===== src/rtl/cmp_pkg.sv =====
// Shared types and constants for the compare window tracker.
package cmp_pkg;

  localparam int unsigned DATA_W = 4;

  typedef enum logic [1:0] {
    IDLE,
    COLLECT,
    DONE
  } cmp_state_t;

  localparam logic [DATA_W-1:0] MIN_INIT = 4'hF;
  localparam logic [DATA_W-1:0] MAX_INIT = 4'h0;

  typedef enum logic [2:0] {
    HI = 3'b100,
    EQ = 3'b010,
    LO = 3'b001
  } cmp_class_t;

endpackage


===== src/rtl/cmp_classify.sv =====
// Combinational unsigned classification of a sample against the latched reference.
module cmp_classify
  import cmp_pkg::*;
(
  input  logic [DATA_W-1:0] data,
  input  logic [DATA_W-1:0] ref_val,
  output cmp_class_t        cls
);

  always_comb begin
    cls = EQ;
    if (data > ref_val) begin
      cls = HI;
    end else if (data < ref_val) begin
      cls = LO;
    end
  end

endmodule


===== src/rtl/compare_window_tracker.sv =====
// Collects a window of samples, counts higher/less/equal against a latched reference,
// tracks min/max, and presents the results over a valid/ready handshake.
module compare_window_tracker
  import cmp_pkg::*;
#(
  parameter int unsigned WINDOW = 8,
  parameter int unsigned CNT_W  = 8
) (
  input  logic              CLK,
  input  logic              RST,
  input  logic              START,
  input  logic [DATA_W-1:0] REF,
  input  logic              IN_VALID,
  input  logic [DATA_W-1:0] IN_DATA,
  output logic              IN_READY,
  output logic              OUT_VALID,
  input  logic              OUT_READY,
  output logic [CNT_W-1:0]  CNT_HIGHER,
  output logic [CNT_W-1:0]  CNT_LESS,
  output logic [CNT_W-1:0]  CNT_EQUAL,
  output logic [DATA_W-1:0] MIN_VAL,
  output logic [DATA_W-1:0] MAX_VAL,
  output logic              BUSY
);

  localparam int unsigned SW = (WINDOW < 2) ? 1 : $clog2(WINDOW + 1);

  cmp_state_t        state_q, state_d;
  logic [DATA_W-1:0] ref_q, ref_d;
  logic [SW-1:0]     smp_q, smp_d;
  logic [CNT_W-1:0]  hi_q, hi_d;
  logic [CNT_W-1:0]  lo_q, lo_d;
  logic [CNT_W-1:0]  eq_q, eq_d;
  logic [DATA_W-1:0] min_q, min_d;
  logic [DATA_W-1:0] max_q, max_d;
  cmp_class_t        cls;
  logic              accept;

  cmp_classify u_classify (
    .data    (IN_DATA),
    .ref_val (ref_q),
    .cls     (cls)
  );

  // Handshake outputs come from registered state only.
  assign IN_READY  = (state_q == COLLECT);
  assign OUT_VALID = (state_q == DONE);
  assign BUSY      = (state_q != IDLE);
  assign accept    = IN_READY && IN_VALID;

  always_comb begin
    state_d = state_q;
    ref_d   = ref_q;
    smp_d   = smp_q;
    hi_d    = hi_q;
    lo_d    = lo_q;
    eq_d    = eq_q;
    min_d   = min_q;
    max_d   = max_q;
    unique case (state_q)
      IDLE: begin
        if (START) begin
          ref_d   = REF;
          smp_d   = '0;
          hi_d    = '0;
          lo_d    = '0;
          eq_d    = '0;
          min_d   = MIN_INIT;
          max_d   = MAX_INIT;
          state_d = COLLECT;
        end
      end
      COLLECT: begin
        if (accept) begin
          unique case (cls)
            HI:      hi_d = hi_q + CNT_W'(1);
            LO:      lo_d = lo_q + CNT_W'(1);
            default: eq_d = eq_q + CNT_W'(1);
          endcase
          if (IN_DATA < min_q) min_d = IN_DATA;
          if (IN_DATA > max_q) max_d = IN_DATA;
          smp_d = smp_q + SW'(1);
          if (smp_q == SW'(WINDOW - 1)) state_d = DONE;
        end
      end
      DONE: begin
        if (OUT_READY) state_d = IDLE;
      end
      default: state_d = IDLE;
    endcase
  end

  always_ff @(posedge CLK) begin
    if (RST) begin
      state_q <= IDLE;
      ref_q   <= '0;
      smp_q   <= '0;
      hi_q    <= '0;
      lo_q    <= '0;
      eq_q    <= '0;
      min_q   <= '0;
      max_q   <= '0;
    end else begin
      state_q <= state_d;
      ref_q   <= ref_d;
      smp_q   <= smp_d;
      hi_q    <= hi_d;
      lo_q    <= lo_d;
      eq_q    <= eq_d;
      min_q   <= min_d;
      max_q   <= max_d;
    end
  end

  assign CNT_HIGHER = hi_q;
  assign CNT_LESS   = lo_q;
  assign CNT_EQUAL  = eq_q;
  assign MIN_VAL    = min_q;
  assign MAX_VAL    = max_q;

endmodule


===== config.mk =====
export PLATFORM = sky130hd
export DESIGN_NAME = compare_window_tracker
export DESIGN_NICKNAME = d
export VERILOG_FILES = /design/src/rtl/cmp_pkg.sv /design/src/rtl/cmp_classify.sv /design/src/rtl/compare_window_tracker.sv
export SDC_FILE = /design/constraint.sdc
export NUM_CORES = 1
export LEC_CHECK = 0
export CAP_MARGIN = 5
export CORE_MARGIN = 10
export CORE_UTILIZATION = 35
export DETAILED_ROUTE_END_ITERATION = 16
export DONT_BUFFER_PORTS = 1
export PLACE_DENSITY_LB_ADDON = 0.3
export SLEW_MARGIN = 25
export SYNTH_ARGS = -nofsm -noshare
export SYNTH_HDL_FRONTEND = slang
export SYNTH_SLANG_ARGS = --single-unit

===== constraint.sdc =====
create_clock -name CLK -period 2.4 [get_ports CLK]
set_input_delay 0.48 -clock CLK [delete_from_list [all_inputs] [get_ports CLK]]
set_output_delay 0.48 -clock CLK [all_outputs]
set_load 0.005 [all_outputs]

Word level (Yosys, flattened, before mapping)
Index checks and enable logic that the tools add are counted.
{"block": "totals", "register_bits": 42, "input_bits": 13, "output_inout_bits": 35, "wordCells": 70}
{"block": "classes", "add_sub_neg": 4, "n_lt_le_gt_ge": 4, "n_eq_ne": 14, "n_mux": 27, "reduce_logical": 13}
{"cell": "two-way mux 8 bit", "count": 7}
{"cell": "one-hot mux 8 bit (2 select lines)", "count": 3}
{"cell": "two-way mux 4 bit", "count": 7}
{"cell": "adder 8 x 1 -> 8 bit, second input constant", "count": 3}
{"cell": "one-hot mux 4 bit (2 select lines)", "count": 3}
{"cell": "AND reduction 4 bit", "count": 6}
{"cell": "inequality test 2 x 1 -> 1 bit, second input constant", "count": 7}
{"cell": "two-way mux 2 bit", "count": 5}
{"cell": "> comparator 4 bit", "count": 2}
{"cell": "< comparator 4 bit", "count": 2}
{"cell": "one-hot mux 2 bit (3 select lines)", "count": 1}
{"cell": "adder 4 x 1 -> 4 bit, second input constant", "count": 1}
{"cell": "equality test 4 x 3 -> 1 bit, second input constant", "count": 1}
{"cell": "inequality test 2 bit, second input constant", "count": 2}
{"cell": "nonzero test 2 bit", "count": 2}
{"cell": "equality test 3 x 1 -> 1 bit, second input constant", "count": 1}
{"cell": "equality test 3 bit, second input constant", "count": 1}
{"cell": "two-way mux 3 bit", "count": 1}
{"cell": "AND reduction 3 bit", "count": 1}
{"cell": "equality test 2 x 1 -> 1 bit, second input constant", "count": 1}
{"cell": "equality test 2 bit, second input constant", "count": 1}
{"cell": "logical NOT 2 bit", "count": 1}
{"cell": "AND reduction 2 bit", "count": 1}
{"cell": "OR reduction 2 bit", "count": 1}
{"cell": "logical AND 1 bit", "count": 1}

Longest topological paths before layout
Gate-level depths: netlist of run 1.
{"block": "depth", "ltp_word": 8, "depth_mapped": 8, "mapped_depth_nobuf": 7}

Modules after synthesis
A second synthesis of run 1 with hierarchy kept.
{"block": "unflattened", "hier_cells": 259, "area_unflattened_um2": 2235.9}
{"mod": "compare_window_tracker", "instances": 1, "cells_per_inst": 243, "area_per_inst_um2": 2109.5, "seq_area_each_um2": 840.8}
{"mod": "cmp_classify", "instances": 1, "cells_per_inst": 16, "area_per_inst_um2": 126.4, "seq_area_each_um2": 0.0}

Least setup slack after synthesis of run 1
No wires, ideal clock.
{"block": "synth_path", "path_type": "in2reg", "start": "input IN_DATA[1]", "end": "register hi_q[7] (netlist: CNT_HIGHER[7])", "setup_time_ns": 0.074, "arrival_ns": 2.148, "required_ns": 2.326, "setup_slack_ns": 0.178, "stages": 6, "path_buffers": 0, "path_cell_list": "ha_1 nor2b_1 o211ai_1 a211oi_1 or3b_2 a31oi_1"}
{"block": "synth_via", "elab_chain_len": 6, "word_cells_on_any_way": 7, "classes_between": "order compare: 2; eq/ne: 2; mux: 2; reduce/logical: 1"}
{"item": "start: declaration", "line": "compare_window_tracker.sv:14", "text": "input logic [DATA_W-1:0] IN_DATA,"}
{"item": "< comparator 4 bit", "line": "cmp_classify.sv:14", "text": "end else if (data < ref_val) begin"}
{"item": "two-way mux 2 bit", "line": "cmp_classify.sv:14"}
{"item": "two-way mux 3 bit *", "line": "cmp_classify.sv:12", "text": "if (data > ref_val) begin"}
{"item": "equality test 3 bit *", "line": "compare_window_tracker.sv:75", "text": "unique case (cls)"}
{"item": "inequality test 2 x 1 -> 1 bit (no line) *"}
{"item": "AND reduction 4 bit (no line) *"}
{"item": "end signal: assignment", "line": "compare_window_tracker.sv:107", "text": "hi_q <= hi_d;"}
{"item": "end: declaration", "line": "compare_window_tracker.sv:31", "text": "logic [CNT_W-1:0] hi_q, hi_d;"}
Mark *: on every way between the ends. The rest lies on a longest branch, timed or not.
A chain may end at the register's enable or synchronous reset.

Final worst setup path of run 1
{"block": "layout_path", "start": "register ref_q[3]", "end": "register eq_q[2] (netlist: CNT_EQUAL[2])"}
{"block": "layout_via", "elab_chain_len": 7, "word_cells_on_any_way": 9, "classes_between": "order compare: 2; eq/ne: 3; mux: 2; reduce/logical: 2"}
{"item": "start: declaration", "line": "compare_window_tracker.sv:29", "text": "logic [DATA_W-1:0] ref_q, ref_d;"}
{"item": "start signal: assignment", "line": "compare_window_tracker.sv:105", "text": "ref_q <= ref_d;"}
{"item": "< comparator 4 bit", "line": "cmp_classify.sv:14"}
{"item": "two-way mux 2 bit", "line": "cmp_classify.sv:14"}
{"item": "two-way mux 3 bit *", "line": "cmp_classify.sv:12"}
{"item": "equality test 3 x 1 -> 1 bit / equality test 3 bit (equally long branches)", "line": "compare_window_tracker.sv:75"}
{"item": "OR reduction 2 bit (no line) *"}
{"item": "inequality test 2 bit (no line) *"}
{"item": "AND reduction 4 bit (no line) *"}
{"item": "end signal: assignment", "line": "compare_window_tracker.sv:109", "text": "eq_q <= eq_d;"}
{"item": "end: declaration", "line": "compare_window_tracker.sv:33", "text": "logic [CNT_W-1:0] eq_q, eq_d;"}
Marked as above.

==> results of run 1 <==
-- per-layer routing --
metal | vias up | wire length, um
li1 | 948 | -
met1 | 861 | 2509
met2 | 44 | 2375
met3 | 6 | 490
met4 | 0 | 55
met5 | - | 0
-- kinds of logic after synthesis --
| group | synth area share [%] |
|---|---|
| multiplexers | 1.388 |
| adder cells (fa/ha/maj) | 8.676 |
| AND/OR/NAND/NOR | 23.19 |
| flip-flops | 38.87 |
| buffers and inverters | 5.032 |
| XOR/XNOR | 0.8099 |
| AO/OA/AOI/OAI | 22.04 |
-- where the power goes --
group / leakage, uW / internal [uW] / switching, uW / total [uW]
clock: 0.0000524 / 311 / 240 / 551
combinational: 0.000533 / 63.9 / 101 / 165
sequential: 0.000341 / 714 / 18.6 / 733
total: 0.000926 / 1090 / 359 / 1450
-- per-stage QoR --
step / power [uW] / hold slack (ns) / cell area [um2] / worst slack, ns
after detailed placement: 913.9 / 0.4882 / 2250 / 0.1891
after global placement: 912.0 / 0.4830 / 2250 / 0.2071
after global routing: 1529 / 0.2315 / 2356 / 0.1108
after floorplan: 874.0 / 0.4647 / 2163 / 0.1776
final: 1449 / 0.2466 / 2356 / 0.2993
after CTS: 1471 / 0.2350 / 2356 / 0.2743
-- state kept, by name, summed over array words and instances, names as in the netlist --
name,cells
CNT_LESS,8
smp_q,4
MIN_VAL,4
CNT_EQUAL,8
MAX_VAL,4
ref_q,4
state_q,2
CNT_HIGHER,8
-- path summary, 6_finish.rpt --
kind                                from            end  slack, ns  depth (start not counted)
worst min-delay path                 RST  CNT_HIGHER[0]       0.25                          1
worst min register to register  smp_q[0]       smp_q[0]       0.51                          1
worst max-delay path            ref_q[3]   CNT_EQUAL[2]       0.30                          7
worst max register to register  ref_q[3]   CNT_EQUAL[2]       0.30                          7
-- cell type report --
type	count	area, um2	share of cell area (%)
timing repair buffer	6	45.04	1.912
tap	75	93.84	3.983
multi-input combinational	191	1214	51.51
clock inverter	1	30.03	1.275
inverter	15	56.30	2.390
clock buffer	7	76.32	3.240
sequential	42	840.8	35.69
-- layout by cell type (no fill, tap or decap), types with 3 or more instances in the layout --
| master | netlist | layout |
|---|---|---|
| dfxtp_1 | 42 | 42 |
| nor2_1 | 27 | 27 |
| a21oi_1 | 26 | 26 |
| o21ai_0 | 17 | 17 |
| inv_1 | 15 | 15 |
| ha_1 | 15 | 15 |
| nand2_1 | 12 | 12 |
| and3_1 | 8 | 8 |
| a211oi_1 | 7 | 7 |
| or3_1 | 7 | 7 |
| nor3b_1 | 7 | 7 |
| a21o_1 | 7 | 7 |
| o22ai_1 | 7 | 7 |
| nand3_1 | 6 | 6 |
| buf_4 | 0 | 6 |
| nor3_1 | 5 | 5 |
| clkbuf_8 | 0 | 5 |
| a32o_1 | 4 | 4 |
| nand2b_1 | 3 | 3 |
| nor2b_1 | 3 | 3 |
| mux2i_1 | 3 | 3 |
-- worst max-delay path, cell delays in order, from the launching register on --
cell,delay (ns)
dfxtp_1,0.31
inv_1,0.05
ha_1,0.32
and4_1,0.24
o31ai_1,0.10
a21oi_1,0.60
o22ai_1,0.17
a21o_1,0.20
==> flow_metrics.tcl, run 1 <==
set metrics [dict create \
    worstPathMaxFanout 9 \
    dpl.hpwl_um 4040 \
    die_h_um 98.62 \
    slew_violations 0 \
    required_ns 2.60 \
    ctsHoldBuffers 0 \
    timing_worst_setup_path_type "register to register" \
    ys_top_cells_by_area "dfxtp_1 39%, ha_1 8.7%, a21oi_1 6.0%" \
    final_util_pct 39.56 \
    grt_usage_pct 11.25 \
    worst_skew_pair.late_latency_ns 0.30 \
    grt_busiest_layer "met2" \
    setup_viol 0 \
    hold_viol 0 \
    coreArea_um2 5956 \
    dp.cells 329 \
    ys_ff_latch 42 \
    grt_overflow 0 \
    synthToLayoutAreaGrowth_pct 8.907 \
    postCtsSetupBuffers 0 \
    nFillCells 635 \
    synth_top_flop_cell "dfxtp_1" \
    dr_total_vias 1859 \
    htree_levels 2 \
    syn_area_per_cell_um2 8.385 \
    grt_pass1_wl_um 9135 \
    drive_gt1_share_pct 6.107 \
    critPathCaptureType "register" \
    place.gp.congestion 0.7473 \
    relSlewSlack_pct 51.98 \
    antenna_cells 0 \
    cts-buffers-inserted 5 \
    max_freq_ghz 0.4760 \
    start_kind "register" \
    worstMarginPinSlew_ns 0.7203 \
    cts_num_sinks 42 \
    maxCapViolCount 0 \
    post_drt_wl_per_cell_um 16.11 \
    final_cells 337 \
    synth_most_common_cell "dfxtp_1" \
    ir_worst_vdd_mv 0.2746 \
    power-per-cell-area_nw_per_um2 615.0 \
    setup_tns_ns 0 \
    yosysTopAreaCell "dfxtp_1" \
    rsz0062_at_grt "false" \
    die-area_um2 9726 \
    io_pins 48 \
    worst_ep_arrival_time_ns 2.30 \
    synth_commonest_cells "42 x dfxtp_1, 27 x nor2_1, 26 x a21oi_1" \
    period_minus_slack_ns 2.101 \
    ant_nets 0 \
    ys_warn_count 0 \
    yosys.area.top_type_share_pct 38.87 \
    hold_class "primary input to register" \
    gr-usage-met3_pct 5.237 \
    ys_types 41 \
    yosysSeqAreaShare_pct 38.87 \
    routed_wirelength_um 5430 \
    synth_edf_count 0 \
    dr.pass1.iters 4 \
    skew_ns 0.009594 \
    status "finished, final reports clean" \
    grt_pass1_vias 1743 \
    grt_max_degree 29 \
    synth_nets 286 \
    die-width_um 98.62 \
    cts_tree "done" \
    viasPerCell 5.516 \
    start_util_pct 36.32 \
    clock-root-buffer "clkbuf_8" \
    synthesis.area_um2 2163 \
    finalCritPeriodShare_pct 87.53 \
    p_leak_uw 0.0009263 \
    gr-usage-met1_pct 14.00 \
    antenna_found_initial 0 \
    post-route-drc-count 0 \
    drtIter0Drc 87 \
    synthCells 258 \
    met2_usage_pct 16.59 \
    rows 28 \
    cts_resized 0 \
    path_clk_slew_ns 0.08 \
    async_reset_ff_share_pct 0 \
    io_buffers 0 \
    final_nets 289 \
    clockBufferDepth 2 \
]
No activity file was read; power rests on OpenSTA's default activity.
==> inputs of run 2 (changes only) <==
- ABC_CLOCK_PERIOD_IN_PS: not set -> 2400
==> results of run 2 <==
Final layout, timing and power as in run 1 (identical DEF).
